[src/rtl/kbd_fifo_ctrl.sv]
// Keyboard scan-code FIFO: drains a keyboard receiver through a 3-state strobe FSM
// and serves CPU data/status reads with a one-cycle registered response.
module kbd_fifo_ctrl #(
  parameter int unsigned DEPTH = 8,
  parameter int unsigned DW    = 8
) (
  input  logic          clk,
  input  logic          rst,
  input  logic          kb_ready,
  input  logic [DW-1:0] kb_data,
  output logic          kb_rdn,
  input  logic          rd_req,
  input  logic          rd_sel,
  output logic          rd_valid,
  output logic [31:0]   rd_data
);

  localparam int unsigned AW = $clog2(DEPTH);
  localparam int unsigned CW = AW + 1;

  typedef enum logic [1:0] {
    IDLE   = 2'd0,
    ACK    = 2'd1,
    SETTLE = 2'd2
  } state_t;

  state_t        state;
  logic [AW-1:0] wr_ptr;
  logic [AW-1:0] rd_ptr;
  logic [CW-1:0] count;
  logic          stall;
  logic          under;
  logic [DW-1:0] mem [DEPTH];

  logic          empty;
  logic          full;
  logic          offer;
  logic          push;
  logic          data_rd;
  logic          pop;
  logic          stall_set;
  logic          under_set;
  logic [31:0]   status;

  // Legality decisions all use the occupancy at the start of the cycle.
  always_comb begin
    empty     = (count == CW'(0));
    full      = (count == CW'(DEPTH));
    offer     = (state == IDLE) && kb_ready;
    push      = offer && !full;
    stall_set = offer && full;
    data_rd   = rd_req && !rd_sel;
    pop       = data_rd && !empty;
    under_set = data_rd && empty;
    status    = {20'd0, 8'(count), under, stall, full, empty};
  end

  // Drain FSM; the strobe is low exactly while the state is ACK.
  always_ff @(posedge clk) begin
    if (rst) begin
      state  <= IDLE;
      kb_rdn <= 1'b1;
    end else begin
      case (state)
        IDLE: begin
          if (push) begin
            state  <= ACK;
            kb_rdn <= 1'b0;
          end else begin
            kb_rdn <= 1'b1;
          end
        end
        ACK: begin
          state  <= SETTLE;
          kb_rdn <= 1'b1;
        end
        default: begin
          state  <= IDLE;
          kb_rdn <= 1'b1;
        end
      endcase
    end
  end

  // Storage holds no reset; stale entries are unreachable once pointers clear.
  always_ff @(posedge clk) begin
    if (push) mem[wr_ptr] <= kb_data;
  end

  always_ff @(posedge clk) begin
    if (rst) begin
      wr_ptr <= '0;
      rd_ptr <= '0;
      count  <= '0;
    end else begin
      if (push) wr_ptr <= wr_ptr + AW'(1);
      if (pop)  rd_ptr <= rd_ptr + AW'(1);
      case ({push, pop})
        2'b10:   count <= count + CW'(1);
        2'b01:   count <= count - CW'(1);
        default: count <= count;
      endcase
    end
  end

  // Sticky flags: a status read clears them, but a same-cycle set event wins.
  always_ff @(posedge clk) begin
    if (rst) begin
      stall <= 1'b0;
      under <= 1'b0;
    end else begin
      if (stall_set)             stall <= 1'b1;
      else if (rd_req && rd_sel) stall <= 1'b0;
      if (under_set)             under <= 1'b1;
      else if (rd_req && rd_sel) under <= 1'b0;
    end
  end

  always_ff @(posedge clk) begin
    if (rst) begin
      rd_valid <= 1'b0;
      rd_data  <= '0;
    end else begin
      rd_valid <= rd_req;
      if (!rd_req)    rd_data <= '0;
      else if (rd_sel) rd_data <= status;
      else if (pop)    rd_data <= 32'(mem[rd_ptr]);
      else             rd_data <= '0;
    end
  end

endmodule

[config.mk]
export PLATFORM = sky130hd
export DESIGN_NAME = kbd_fifo_ctrl
export DESIGN_NICKNAME = d
export VERILOG_FILES = /design/src/rtl/kbd_fifo_ctrl.sv
export SDC_FILE = /design/constraint.sdc
export NUM_CORES = 1
export LEC_CHECK = 0
export CAP_MARGIN = 40
export CORE_ASPECT_RATIO = 1.4
export CORE_MARGIN = 2
export CORE_UTILIZATION = 40
export DETAILED_ROUTE_END_ITERATION = 12
export HOLD_SLACK_MARGIN = 0.02
export SETUP_SLACK_MARGIN = 0.2
export SLEW_MARGIN = 15
export SYNTH_ARGS = -nofsm -noshare
export SYNTH_HDL_FRONTEND = slang
export SYNTH_SLANG_ARGS = --single-unit
[constraint.sdc]
create_clock -name clk -period 2.8 [get_ports clk]
set_input_delay 0.84 -clock clk [delete_from_list [all_inputs] [get_ports clk]]
set_output_delay 0.84 -clock clk [all_outputs]
set_load 0.01 [all_outputs]
==> results of run 1 <==
-- layout make-up --
| class | count | area share [%] |
|---|---|---|
| Clock inverter | 5 | 1.20 |
| Timing Repair Buffer | 50 | 9.77 |
| Clock buffer | 11 | 5.19 |
| Multi-Input combinational cell | 141 | 25.8 |
| Sequential cell | 91 | 54.9 |
| Inverter | 2 | 0.167 |
| Tap cell | 107 | 2.99 |
-- through the flow --
step                      power (W)  setup slack, ns
after global routing        0.00346            0.236
after CTS                   0.00333            0.203
after detailed placement    0.00217           -0.193
after floorplan             0.00199            0.255
after global placement      0.00216           -0.106
final                       0.00331            0.347
-- critical path: cells and delay by family (launching register included) --
kind | cells | cell delay, ns
AOI/OAI and AO/OA | 2 | 0.16
xor gates and xnor gates | 2 | 0.36
adders and majority gates | 2 | 0.34
DFF | 1 | 0.43
and+or+nand+nor | 3 | 1.10
-- power by group --
part	switching, W	internal [W]
logic	0.000269	0.000291
registers	0.0000739	0.00153
clock network	0.000466	0.000687
-- routing by layer --
layer	track usage [%]	vias up
li1	-	962
met1	16.4	987
met2	25.7	50
met3	3.93	13
met4	6.85	0
met5	0	-
-- synth_stat cells, types with 3 or more instances --
cell type | n | area share [%]
ha_1 | 5 | 1.7
edfxtp_1 | 64 | 52
dfxtp_1 | 27 | 15
mux2i_1 | 7 | 1.9
nor3_1 | 4 | 0.54
nor2b_1 | 5 | 0.84
nor2_1 | 14 | 1.4
nand3_1 | 3 | 0.40
nand2_1 | 19 | 1.9
a22oi_1 | 8 | 1.6
a21oi_1 | 4 | 0.54
xor2_1 | 4 | 0.94
nand2b_1 | 3 | 0.51
xnor2_1 | 3 | 0.71
buf_4 | 26 | 5.3
mux4_2 | 14 | 8.5
clkbuf_1 | 3 | 0.30
-- timing repair --
| item | in CTS | in global routing |
|---|---|---|
| setup endpoints to repair | 1 | 2 |
| resized for setup | 1 | 10 |
| setup buffers | 1 | 1 |
| pin swaps | 0 | 7 |
-- worst min path at each step --
| stage | startpoint | endpoint | slack, ns | cells past startpoint |
|---|---|---|---|---|
| after floorplan | under | rd_data[3] | 0.42 | 2 |
| after global placement | state[1] | state[1] | 0.47 | 1 |
| after detailed placement | state[1] | state[1] | 0.48 | 1 |
| after CTS | state[1] | state[1] | 0.49 | 1 |
| after global routing | stall | rd_data[2] | 0.50 | 2 |
| final | state[1] | state[1] | 0.48 | 1 |
-- cells in the final DEF, fill, tap and decap left out, drive strengths merged, types with 3 or more instances in the layout --
master / n
nor4: 3
xor2: 4
nand2: 20
a21oi: 4
a22oi: 8
clkbuf: 11
dlymetal6s2s: 3
nor3b: 3
nor2: 14
xnor2: 3
clkdlybuf4s50: 19
dfxtp: 27
ha: 5
mux4: 14
nand2b: 3
nor3: 4
conb: 24
nor2b: 5
mux2i: 7
edfxtp: 64
buf: 28
nand3: 3
-- state kept, by name (all words and copies together) (netlist names), named ones only --
register  count
count         4
kb_rdn        1
mem          64
rd_data       8
rd_ptr        3
rd_valid      1
stall         1
state         2
under         1
wr_ptr        3
-- kinds of logic (layout without fill, tap and decap cells) --
| logic type | count (synthesis) | count (layout) | synth area share [%] |
|---|---|---|---|
| AND/OR/NAND/NOR | 66 | 66 | 10.3 |
| flip-flops | 91 | 91 | 66.4 |
| AO/OA/AOI/OAI | 17 | 17 | 3.03 |
| adder cells (fa/ha/maj) | 5 | 5 | 1.69 |
| other | 1 | 24 | 0.101 |
| XOR/XNOR | 7 | 7 | 1.65 |
| buffers and inverters | 33 | 68 | 6.20 |
| multiplexers | 22 | 22 | 10.7 |
==> key figures, run 1 <==
Timing
  • Fin crit share: 87.6%
  • Final hold violation count: 0
  • Sum Neg Setup Slack: 0 ns
  • Slew Limit Fails: 0
  • Worst slew margin: 51.2%
  • Worst Tran Pin Value: 0.732 ns
  • Max Freq: 408 MHz
  • Fin crit period: 2.45 ns
  • RSZ-0062 raised after global routing: false
  • Final setup vio count: 0
  • Hold_ws: 0.484 ns
  • Clock Skew: 0.00768 ns

Yosys
  • Register area share after synthesis: 66.4%
  • Seq cells post-synth: 91
  • Ys async rst share: 0%
  • Cell variety after synth: 41
  • Syn_area_per_cell: 15.3 sq um
  • Mapped Cells: 242
  • EDFF count, synth: 64
  • Most used DFF post-synth: edfxtp_1
  • Warnings, synthesis: 0
  • Mapped Area: 3710 sq um

Floorplanning
  • Chip height: 118 um
  • IO Count: 47
  • Rows: 41
  • Starting density of the core: 41.1%
  • Core area: 9030 sq um
  • Die ar.: 10100 sq um
  • Die width: 85.4 um

Power and ir drop
  • P_leak: 1.62 nW
  • Max VDD drop: 0.000380 V
  • Cell Pwr Density: 739 nW/um^2

Worst setup path
  • Crit path from: count[1]
  • Max stage delay cell, worst path: or4b_4
  • Crit Path Category: reg2reg
  • CP arrival: 2.72 ns
  • R2R Path Start: count[1]
  • Reg2reg setup slack: 0.35 ns
  • Worst setup SP type: flop
  • Worst setup EP type: flop
  • CP max FO: 9
  • Cell chain of the critical path: or4b_4 > nand2_4 > ha_4 > xor2_1 > ha_2 > a21oi_2 > xor2_1 > or3_1 > a21oi_2
  • Worst reg2reg path depth: 9
  • CP required: 3.07 ns
  • CP peak stage delay: 0.61 ns
  • RR Endpoint: count[2]
  • End of the critical path: count[2]

Layout
  • Share of cells above drive strength 1: 23.7%
  • FF+latch area: 2460 sq um
  • Non-filler cells, final: 407
  • Area Overhead vs Synth: 20.8%
  • Fin area: 4480 sq um
  • Multi-input gate area: 1160 sq um
  • Nets@finish: 313
  • N_diodes: 0
  • Fin util: 49.7%
  • Filler cells: 782

Drt
  • DRC errors left: 0
  • Met3 routed WL: 213 um
  • Via density: 4.94
  • Final ANT Viol Nets: 0
  • Final WL: 6850 um
  • First drt pass iteration count: 4
  • Met2 routed WL: 3760 um
  • Via count: 2012
  • DRC marker count from the first detailed-route iteration: 97
  • DR top layer: met4
  • Routed WL per cell: 16.8 um
  • Met1 wire length: 2750 um

Clock tree
  • Skew-Pair Late Insertion Delay: 0.33 ns
  • # clock sinks: 91
  • CTS tree: built
  • CTS Hold Buffers Added: 0
  • H-tree depth: 3
  • Root Driver: clkbuf_16
  • Max Root-Sink Buffers: 2
  • Clock slew at reported path FFs: 0.06 ns
  • TritonCTS Buffers: 9

Global route
  • Initial antenna violation count: 0
  • Aggregate global routing overflow: 0
  • First-pass GRT wire length: 10900 um
  • Largest net degree at the start of global routing: 19
  • Number of global-route vias before repair: 2089
  • Total GRT Usage: 14.7%

Min path
  • Hold Path Class: reg2reg

Placed design
  • Buffers on Ports: 22
  • DP HPWL: 4600 um
  • Dpl cells: 389
  • Placer congestion estimate: 0.769
  • Post-place instance area: 4140 sq um

Run status
  • Outcome: finished clean

Flow run
  • Max cap viols: 0
No activity file was read; power rests on OpenSTA's default activity.
==> run 2, diff against run 1 <==
--- a/config.mk
+++ b/config.mk
@@ -9,6 +9,7 @@
 export CORE_ASPECT_RATIO = 1.4
 export CORE_MARGIN = 2
 export CORE_UTILIZATION = 40
+export CTS_CLUSTER_SIZE = 30
 export DETAILED_ROUTE_END_ITERATION = 12
 export HOLD_SLACK_MARGIN = 0.02
 export SETUP_SLACK_MARGIN = 0.2
==> results of run 2 <==
The final DEF is identical to that of run 1; final timing and power are the same.
==> run 3, diff against run 2 <==
==> constraint.sdc (replaced) <==
create_clock -name clk -period 2.9 [get_ports clk]
set_input_delay 0.87 -clock clk [delete_from_list [all_inputs] [get_ports clk]]
set_output_delay 0.87 -clock clk [all_outputs]
set_load 0.01 [all_outputs]
==> key figures, run 3 (synthesis results as in run 1) <==
Run status
  • Outcome: finished clean

Global route
  • Largest net degree at the start of global routing: 19 (unchanged)
  • Total GRT Usage: 14.4% (-0.31 points)
  • Initial antenna violation count: 0 (unchanged)
  • Number of global-route vias before repair: 2001 (-4.2%)
  • Aggregate global routing overflow: 0 (unchanged)
  • First-pass GRT wire length: 10600 um (-2.8%)

Drt
  • Final ANT Viol Nets: 0 (unchanged)
  • Routed WL per cell: 16.8 um (-0.12%)
  • DRC marker count from the first detailed-route iteration: 136 (+40%)
  • Via count: 2043 (+1.5%)
  • First drt pass iteration count: 4 (unchanged)
  • Final WL: 6670 um (-2.6%)
  • DRC errors left: 0 (unchanged)
  • Via density: 5.15 (+4.1%)

Layout
  • Most common cell after layout, fill and taps aside: edfxtp_1
  • Area Overhead vs Synth: 17.9%
  • Share of cells above drive strength 1: 19.3% (-4.4 points)
  • Top Registers: mem (64), rd_data (8), count (4)
  • Most frequent cells in the layout: edfxtp_1 (64), dfxtp_1 (27), conb_1 (24)
  • Max reg flops: 64 (unchanged)
  • Nets@finish: 304 (-2.9%)
  • Non-filler cells, final: 397 (-2.5%)
  • N_diodes: 0 (unchanged)
  • Top reg by flops: mem
  • Fin util: 48.4% (-1.2 points)

Placed design
  • Placer congestion estimate: 0.721 (-6.2%)
  • DP HPWL: 4420 um (-3.8%)
  • Dpl cells: 382 (-1.8%)
  • Buffers on Ports: 22 (unchanged)

Timing
  • Max Freq: 384 MHz
  • Final setup vio count: 0 (unchanged)
  • Worst slew margin: 43.2% (-7.9 points)
  • RSZ-0062 raised after global routing: false
  • Fin crit period: 2.60 ns
  • Slew Limit Fails: 0 (unchanged)
  • Final hold violation count: 0 (unchanged)
  • Fin crit share: 89.7%
  • Worst Tran Pin Value: 0.850 ns (+0.119 ns)
  • Clock Skew: 0.00683 ns (-0.000851 ns)
  • Sum Neg Setup Slack: 0 ns (unchanged)

Clock tree
  • H-tree depth: 3 (unchanged)
  • Clock slew at reported path FFs: 0.06 ns (about the same)
  • Root Driver: clkbuf_16
  • TritonCTS Buffers: 9 (unchanged)
  • Skew-Pair Late Insertion Delay: 0.34 ns (about the same)
  • Max Root-Sink Buffers: 2 (unchanged)
  • CTS tree: built
  • # clock sinks: 91 (unchanged)

Min path
  • Hold Path Class: reg2reg

Worst setup path
  • CP arrival: 2.87 ns (+0.15 ns)
  • Crit Path Category: in2reg
  • CP required: 3.17 ns (+0.10 ns)
  • Worst setup SP type: input pin
  • CP max FO: 3 (-6)
  • Worst setup EP type: flop

Flow run
  • Max cap viols: 0 (unchanged)

Floorplanning
  • Rows: 41 (unchanged)
  • Die width: 85.4 um (unchanged)
  • Die ar.: 10100 sq um (unchanged)
  • Chip height: 118 um (unchanged)
  • Starting density of the core: 41.1% (unchanged)
  • IO Count: 47 (unchanged)
  • Core area: 9030 sq um (unchanged)

Power and ir drop
  • Max VDD drop: 0.000346 V (-9.1%)
  • Cell Pwr Density: 720 nW/um^2 (-2.5%)
  • P_leak: 1.55 nW (-4.4%)
run 3: cell count changes in the layout (fill, tap and decap cells not counted), moves of 2 or more:
| cell | before | now |
|---|---|---|
| clkdlybuf4s50_1 | 19 | 22 |
| ha_2 | 2 | 0 |
| dlymetal6s2s_1 | 3 | 0 |
| clkbuf_1 | 2 | 0 |
| a21oi_2 | 2 | 0 |
| ha_1 | 2 | 5 |
| a21oi_1 | 2 | 4 |
| buf_4 | 28 | 19 |
run 3: routing by layer:
layer	share of wire [%]	global-route usage, %
met5	0	0
met1	41	16.9
met2	52	24.0
met3	5.3	4.00
met4	2.5	7.24
run 3: critical path, cell delays in order:
cell,delay (ns)
clkdlybuf4s50_1,0.46
nor3b_4,0.23
nand2_4,0.07
ha_1,0.22
xor2_1,0.15
ha_1,0.19
a21oi_1,0.14
xor2_1,0.09
or3_1,0.31
a21oi_1,0.13
run 3: metrics by stage:
stage	total power [W]	hold WS, ns	setup slack, ns	area [sq um]
after floorplan	0.00192	0.415	0.270	3800
after global placement	0.00205	0.427	-0.0499	4070
after detailed placement	0.00206	0.432	-0.0723	4080
after CTS	0.00319	0.441	0.279	4370
after global routing	0.00328	0.484	0.225	4370
final	0.00315	0.451	0.298	4370
run 3: timing repair:
item | 4_1_cts | 5_1_grt
hold buffers | 0 | 0
resized for setup | 0 | 1
setup buffers | 0 | 0
hold endpoints to repair | 0 | 0
endpoints found under the setup margin | 0 | 2
run 3: layout make-up:
| class | count | area (sq um) |
|---|---|---|
| Fill cell | 784 | 4650 |
| Sequential cell | 91 | 2460 |
| Multi-Input combinational cell | 141 | 1120 |
| Timing Repair Buffer | 41 | 363 |
| Clock buffer | 9 | 225 |
| Tap cell | 107 | 134 |
| Clock inverter | 6 | 66.3 |
| Inverter | 2 | 7.51 |
run 3: path summary, 6_finish.rpt:
path	startpoint	end	slack [ns]	cells after the start
min	stall	rd_data[2]	0.45	2
min reg2reg	stall	rd_data[2]	0.45	2
max	kb_ready	count[2]	0.30	10
max reg2reg	count[0]	count[3]	0.54	6
run 3: where the power goes:
part           internal [W]  switching, W  leakage (nW)
registers           0.00147     0.0000714         0.800
logic              0.000243      0.000234         0.616
clock network      0.000663      0.000463         0.136
total               0.00238      0.000769          1.55
